===== src/rtl/exc_ctrl.sv =====
// Exception / interrupt commit controller.
// Picks the highest-priority event at the commit stage, raises the CP0 write
// controls together with a pipeline flush, then hands fetch a redirect target
// through a valid/ready handshake. Every output is a register.
module exc_ctrl #(
    parameter logic [31:0] BOOT_VEC = 32'hBFC00380,
    parameter logic [11:0] GEN_OFS  = 12'h180,
    parameter logic [11:0] INT_OFS  = 12'h200
) (
    input  logic        clk,
    input  logic        rst,
    input  logic        stall,
    input  logic        commit_valid,
    input  logic [31:0] commit_pc,
    input  logic        commit_bd,
    input  logic [6:0]  commit_exc,
    input  logic [31:0] mem_addr,
    input  logic        mem_is_store,
    input  logic        allow_int,
    input  logic        int_exl,
    input  logic        boot_exp_vec,
    input  logic        special_int_vec,
    input  logic [7:0]  interrupt_mask,
    input  logic [5:0]  hardware_int_o,
    input  logic [1:0]  software_int_o,
    input  logic [31:0] epc,
    input  logic [19:0] ebase,
    output logic        en_exp,
    output logic        exp_bd,
    output logic        exp_badv_we,
    output logic        clean_exl,
    output logic [4:0]  exp_code,
    output logic [31:0] exp_epc,
    output logic [31:0] exp_bad_vaddr,
    output logic        flush,
    output logic        redirect_valid,
    output logic [31:0] redirect_pc,
    input  logic        redirect_ready,
    output logic        busy
);

    typedef enum logic [1:0] {
        IDLE     = 2'd0,
        FLUSH    = 2'd1,
        REDIRECT = 2'd2
    } state_t;

    state_t      state_r;
    logic        int_pend_r;

    logic        ev_s;
    logic        eret_s;
    logic [4:0]  code_s;
    logic        badv_we_s;
    logic [31:0] badv_s;
    logic [31:0] epc_s;
    logic        bd_s;
    logic [31:0] target_s;
    logic [31:0] base_s;

    // int_exl only matters to CP0 (EPC preservation); exceptions are taken regardless.
    logic        unused_s;
    assign unused_s = int_exl;

    // Prioritise the commit-stage event and precompute everything captured on acceptance.
    always_comb begin
        base_s    = {ebase, 12'h000};
        ev_s      = 1'b1;
        eret_s    = 1'b0;
        code_s    = 5'd0;
        badv_we_s = 1'b0;
        badv_s    = 32'd0;
        epc_s     = commit_bd ? (commit_pc - 32'd4) : commit_pc;
        bd_s      = commit_bd;
        if (boot_exp_vec) begin
            target_s = BOOT_VEC;
        end else begin
            target_s = base_s + {20'd0, GEN_OFS};
        end

        if (int_pend_r) begin
            code_s = 5'd0;
            if (boot_exp_vec) begin
                target_s = BOOT_VEC;
            end else if (special_int_vec) begin
                target_s = base_s + {20'd0, INT_OFS};
            end else begin
                target_s = base_s + {20'd0, GEN_OFS};
            end
        end else if (commit_exc[5]) begin
            code_s    = 5'd4;
            badv_we_s = 1'b1;
            badv_s    = commit_pc;
        end else if (commit_exc[4]) begin
            code_s = 5'd10;
        end else if (commit_exc[3]) begin
            code_s = 5'd8;
        end else if (commit_exc[2]) begin
            code_s = 5'd9;
        end else if (commit_exc[1]) begin
            code_s = 5'd12;
        end else if (commit_exc[0]) begin
            code_s    = mem_is_store ? 5'd5 : 5'd4;
            badv_we_s = 1'b1;
            badv_s    = mem_addr;
        end else if (commit_exc[6]) begin
            // eret carries no exception data, only the return target
            eret_s   = 1'b1;
            epc_s    = 32'd0;
            bd_s     = 1'b0;
            target_s = epc;
        end else begin
            ev_s = 1'b0;
        end
    end

    // Interrupt latch and the IDLE/FLUSH/REDIRECT sequencer with registered outputs.
    always_ff @(posedge clk or posedge rst) begin
        if (rst) begin
            state_r        <= IDLE;
            int_pend_r     <= 1'b0;
            en_exp         <= 1'b0;
            exp_bd         <= 1'b0;
            exp_badv_we    <= 1'b0;
            clean_exl      <= 1'b0;
            exp_code       <= 5'd0;
            exp_epc        <= 32'd0;
            exp_bad_vaddr  <= 32'd0;
            flush          <= 1'b0;
            redirect_valid <= 1'b0;
            redirect_pc    <= 32'd0;
            busy           <= 1'b0;
        end else if (stall) begin
            int_pend_r <= allow_int & (|(interrupt_mask & {hardware_int_o, software_int_o}));
            case (state_r)
                IDLE: begin
                    if (commit_valid && ev_s) begin
                        state_r       <= FLUSH;
                        busy          <= 1'b1;
                        flush         <= 1'b1;
                        en_exp        <= ~eret_s;
                        clean_exl     <= eret_s;
                        exp_badv_we   <= badv_we_s;
                        exp_code      <= code_s;
                        exp_epc       <= epc_s;
                        exp_bd        <= bd_s;
                        exp_bad_vaddr <= badv_s;
                        redirect_pc   <= target_s;
                    end else begin
                        state_r <= IDLE;
                    end
                end
                FLUSH: begin
                    state_r        <= REDIRECT;
                    flush          <= 1'b0;
                    en_exp         <= 1'b0;
                    clean_exl      <= 1'b0;
                    exp_badv_we    <= 1'b0;
                    redirect_valid <= 1'b1;
                end
                REDIRECT: begin
                    if (redirect_ready) begin
                        state_r        <= IDLE;
                        redirect_valid <= 1'b0;
                        busy           <= 1'b0;
                        redirect_pc    <= 32'd0;
                        exp_code       <= 5'd0;
                        exp_epc        <= 32'd0;
                        exp_bd         <= 1'b0;
                        exp_bad_vaddr  <= 32'd0;
                    end else begin
                        state_r <= REDIRECT;
                    end
                end
                default: begin
                    state_r        <= IDLE;
                    en_exp         <= 1'b0;
                    exp_bd         <= 1'b0;
                    exp_badv_we    <= 1'b0;
                    clean_exl      <= 1'b0;
                    exp_code       <= 5'd0;
                    exp_epc        <= 32'd0;
                    exp_bad_vaddr  <= 32'd0;
                    flush          <= 1'b0;
                    redirect_valid <= 1'b0;
                    redirect_pc    <= 32'd0;
                    busy           <= 1'b0;
                end
            endcase
        end else begin
            state_r <= state_r;
        end
    end

endmodule


===== config.mk =====
export PLATFORM = sky130hd
export DESIGN_NAME = exc_ctrl
export DESIGN_NICKNAME = d
export VERILOG_FILES = /design/src/rtl/exc_ctrl.sv
export SDC_FILE = /design/constraint.sdc
export NUM_CORES = 1
export LEC_CHECK = 0
export ABC_AREA = 1
export CORE_ASPECT_RATIO = 0.6
export CORE_MARGIN = 3
export CORE_UTILIZATION = 42
export DETAILED_ROUTE_END_ITERATION = 10
export DONT_BUFFER_PORTS = 1
export GPL_ROUTABILITY_DRIVEN = 0
export HOLD_SLACK_MARGIN = 0.08
export PLACE_DENSITY_LB_ADDON = 0.05
export SYNTH_ARGS = -nofsm -noshare
export SYNTH_HDL_FRONTEND = slang
export SYNTH_SLANG_ARGS = --single-unit

===== constraint.sdc =====
create_clock -name clk -period 10.1 [get_ports clk]
set_input_delay 2.02 -clock clk [delete_from_list [all_inputs] [get_ports clk]]
set_output_delay 2.02 -clock clk [all_outputs]
set_load 0.005 [all_outputs]

* After elaboration in Yosys (flattened, before gate mapping) *
Cells that the tools add are included.
W data, S select, Z words.

operators by class
  bitwise gates (word level) = 6
  divide/modulo/power cells = 0
  $add $sub $neg = 3
  equality and inequality tests = 4
  shifts and indexed selects = 0
  order comparisons = 0
  multiply operators = 0
  reduce and logical (&&, ||, !) cells = 6
  multiplexer cells = 91

operators by type and width
  operator                  count
  $mux W32                  31
  $pmux W32 S3              3
  $mux W1                   38
  $add A32 B10 Y32 const B  1
  $add A32 B9 Y32 const B   1
  $sub A32 B3 Y32 const B   1
  $mux W4                   6
  $pmux W5 S3               1
  $mux W5                   2
  $pmux W1 S3               3
  $and A8 B8 Y8             1
  $pmux W1 S2               4
  $reduce_or A8 Y1          1
  $pmux W2 S3               1
  $reduce_and A3 Y1         2
  $ne A2 B2 Y1 const B      2
  $not A1 Y1                4
  $reduce_and A4 Y1         1
  $mux W3                   1
  $eq A2 B1 Y1 const B      1
  $eq A2 B2 Y1 const B      1
  $logic_not A2 Y1          1
  $mux W2                   1
  $and A1 B1 Y1             1
  $logic_and A1 B1 Y1       1

word-level totals
  latch bits = 0
  output and inout bits = 108
  RAM bits = 0
  memories = 0
  memory bits (read-only) = 0
  bits of input ports = 150
  bits in registers = 111
  logic and storage cells = 123

* Longest topological paths before layout *
  depth in word-level cells = 12
  mapped depth = 12
  mapped depth without buffers = 12

* Worst setup path before layout *
OpenSTA, ideal clock, no wires.

  path type = input -> register
  from = input commit_pc[2]
  to = register exp_epc[26]
  stages on the path = 11
  setup slack = 6946 ps
  library setup time = 117 ps
  required time = 9983 ps
  buffers on the path = 0
  arrival = 3037 ps
  cells stage by stage = inv_1 -> ha_1 -> nand2_1 -> inv_1 -> nand2_1 -> nor2_1 -> nand2_1 -> nor2_1 -> nand3_1 -> nand3_1 -> nand2_1

on the way
  word-level cells in the longest chain between the ends = 12

RTL lines
  item                  RTL line  RTL
  from (decl)           14        input logic [31:0] commit_pc,
  $sub A32 B3 Y32 (*)   73        epc_s = commit_bd ? (commit_pc - 32'd4) : commit_pc;
  $mux W32 (*)          73
  $mux W32              106       end else if (commit_exc[6]) begin
  $mux W32              102       end else if (commit_exc[0]) begin
  $mux W32              100       end else if (commit_exc[1]) begin
  $mux W32              98        end else if (commit_exc[2]) begin
  $mux W32              96        end else if (commit_exc[3]) begin
  $mux W32              94        end else if (commit_exc[4]) begin
  $mux W32              90        end else if (commit_exc[5]) begin
  $mux W32 (*)          81        if (int_pend_r) begin
  $mux W32 (*)          137       if (commit_valid && ev_s) begin
  $pmux W32 S3 (*)      135       case (state_r)
  to (signal assigned)  145       exp_epc <= epc_s;
  to (decl)             33        output logic [31:0] exp_epc,

Mark *: on every way between the ends. The rest lies on a longest branch, timed or not. The select of a mux whose other input is x is not followed.
A chain may end at the register's enable or synchronous reset.

* Worst setup path after layout *
  from = input commit_exc[2]
  to = register exp_epc[4]

on the way
  word-level cells in the longest chain between the ends = 8
  elaborated cells on any way between the ends = 15
  those cells by class = eq/ne: 1; mux: 12; reduce/logical: 2

RTL lines
  item                                RTL line  RTL
  from (decl)                         16        input logic [6:0] commit_exc,
  $mux W1                             98
  $mux W1                             96
  $mux W1                             94
  $mux W1                             90
  $mux W1                             81
  $logic_and A1 B1 Y1                 137
  $ne A2 B2 Y1 (no source line)       -
  $reduce_and A4 Y1 (no source line)  -

Parallel ways exist; a longest one is shown, timed or not. The select of a mux whose other input is x is not followed.

==> metrics.md <==
| Metric | Value |
|---|---|
| Outcome | completed |
| DRT antenna net count | 0 |
| Synthesis-stage register bit count | 110 |
| Setup violations, final | 0 |
| Power per cell area | 199 nW/um2 |
| Drt pass-1 iters | 5 |
| Setup ws final | 6.45 ns |
| Startpoint types | input pin |
| RR Startpoint | int_pend_r |
| Worst Skew | 0.0103 ns |
| Crit path required time | 10.36 ns |
| Fmax | 0.274 GHz |
| Core Box Area | 13,200 um2 |
| # DRC | 0 |
| Drt wl/cell | 19.0 um |
| Ys Warns | 0 |
| Top post-synthesis cells by area | dfrtp_1, nand2_1, o21ai_0, nor2_1, inv_1 |
| CP max stage delay | 0.79 ns |
| Die X | 158 um |
| Clock latency on the worst-skew pair | 0.35 ns |
| Fin crit period | 3.65 ns |
| Fin nets | 934 |
| Worst rel slew slack | 25.1% |
| Most frequent cells in the layout | nand2_1, dfrtp_1, o21ai_0, nor2_1, inv_1 |
| Area of the die | 15,300 um2 |
| Port buffer count | 0 |
| Via count | 5,181 |
| Mapped Cells | 801 |
| Final Cell Area | 6150 um2 |
| CTS Sinks | 110 |
| Sequential Area | 2750 um2 |
| Crit end category | register |
| Total negative slack | 0 ns |
| Hold path start | redirect_pc[10] |
| Cell Area, Synth | 5800 um2 |
| MaxCap Viol Count | 0 |
| Slew Limit Fails | 0 |
| Placement Cell Area | 5820 um2 |
| Leakage power | 0.00316 uW |
| Largest net degree at the start of global routing | 103 |
| Post-CTS Setup Bufs | 0 |
| Register area share after synthesis | 47.5% |
| Syn_area_per_cell | 7.24 um2 |
| Worst Setup SP | commit_exc[2] |
| Num ports | 258 |
| Area share of the largest cell type after synthesis | 47.5% |
| Vias in the first global route | 4,961 |
| Endpoints failing hold | 0 |
| Combined area of the multi-input logic cells | 2610 um2 |
| Peak VDD IR | 90.5 uV |
| HPWL after DPL | 13,600 um |
| ANT cells | 0 |
| CTS max path bufs | 2 |
| CTS tree | built |
| Netlist cell types | 31 |
| Setup WS pre-CTS | 6.10 ns |
| DIE HEIGHT | 97.0 um |
| Pwr Total | 1220 uW |
| Worst hold path class | reg -> reg |
| FP Rows | 32 |
| Worst-path clk slew | 0.08 ns |
| Via/cell ratio | 5.41 |
| Clk root buf | clkbuf_16 |
| Hold Buf Count CTS | 0 |
| RSZ-0062 raised after global routing | no |
| CP cell instances | inv_1, nand2_2, nor2_4, nand2_2, nand3_2, nor2_4, inv_1, o21ai_0 |
| Critical Path AT | 3.91 ns |
| H-tree depth | 3 |
| Net count after synthesis | 952 |
| Drt total wl | 18,200 um |
| Worst Tran Pin Value | 1.12 ns |
| Critical path class | in -> reg |
| Post-CTS resize count | 0 |
| Filler cells | 1,349 |
| Starting Density | 44.0% |
| Synthesis-to-finish area growth | 6.09% |
| Iter 0 DRT Violations | 409 |
| Fin util | 46.7% |
| Area leader, netlist | dfrtp_1 |
| Grt total ovfl | 0 |
| Crit Path Max Fanout | 32 |
| Clock buffers created by TritonCTS | 9 |
| Most common cell after layout, fill and taps aside | nand2_1 |
| Initial antenna violation count | 0 |
| Period utilisation layout | 36.1% |
| First-pass GRT wire length | 28,300 um |
| Share of cells above drive strength 1 | 4.06% |
| CP max-delay cell | nor2_4 |
| Gr usage total | 23.6% |
[path summary, 6_finish.rpt]
| kind | end | slack [ns] | cells after the start |
|---|---|---|---|
| setup reg to reg | exp_epc[4] | 7.64 | 8 |
| min in group asynchronous | exp_bad_vaddr[15] | 1.56 | 1 |
| hold reg to reg | redirect_pc[10] | 0.50 | 2 |
| max in group asynchronous | exp_badv_we | 7.22 | 2 |
| hold / removal | redirect_pc[10] | 0.50 | 2 |
| setup / recovery | exp_epc[4] | 6.45 | 8 |
[cells by family after synthesis]
family / share of synthesized area, %
fa+ha+maj: 0.216
simple gates: 33.1
buf+inv: 7.64
other cells: 0.0647
flops: 47.5
xor+xnor: 0.906
compound gates: 10.1
mux: 0.518
[state kept, by name, summed over array words and instances (netlist names)]
signal,cells
clean_exl,1
en_exp,1
exp_bd,1
int_pend_r,1
redirect_valid,1
flush,1
exp_badv_we,1
busy,1
exp_bad_vaddr,32
exp_epc,32
redirect_pc,32
state_r,2
exp_code,4
[Yosys cell counts, drive strengths merged]
| cell type | count |
|---|---|
| nor3 | 1 |
| or2 | 2 |
| inv | 62 |
| ha | 1 |
| nand4 | 11 |
| nand3b | 2 |
| nand2 | 331 |
| xor2 | 6 |
| mux2i | 3 |
| nand3 | 45 |
| o31ai | 2 |
| conb | 1 |
| dfrtp | 110 |
| a31oi | 1 |
| buf | 20 |
| o22ai | 1 |
| o211ai | 1 |
| o21ai | 106 |
| nor2 | 81 |
| o21bai | 1 |
| clkbuf | 11 |
| a21oi | 2 |
[layer usage]
metal / wire length (um) / vias to the layer above / global-route usage, %
met5: 0 / - / 0
met4: 231 / 0 / 4.93
met3: 2180 / 15 / 8.76
met2: 7430 / 249 / 32.3
met1: 8340 / 2424 / 35.4
li1: - / 2493 / -
[power breakdown]
| group | total (uW) | switching (uW) | internal, uW | leakage (uW) |
|---|---|---|---|---|
| registers | 634 | 95.4 | 539 | 0.00147 |
| logic | 194 | 132 | 61.5 | 0.00153 |
| clock network | 396 | 174 | 221 | 0.000162 |
[critical path, delay by kind of cell]
kind                   cells  cell delay, ns
buffers and inverters      2            0.25
AO/OA/AOI/OAI              1            0.21
AND/OR/NAND/NOR            5            1.43
[through the flow]
step,std cells,hold slack [ns]
floorplan,801,0.465
global placement,942,0.488
detailed placement,942,0.491
CTS,958,0.508
global route,958,0.518
finish,958,0.505
[area by class of cell]
class / instances / share of cell area (%)
clock inverters: 7 / 1.67
repair buffers: 2 / 0.244
multi-input cells: 598 / 42.4
clock buffers: 9 / 3.66
flip-flops and latches: 110 / 44.8
well taps: 170 / 3.46
inverters: 62 / 3.82
No activity file was read; power rests on OpenSTA's default activity.
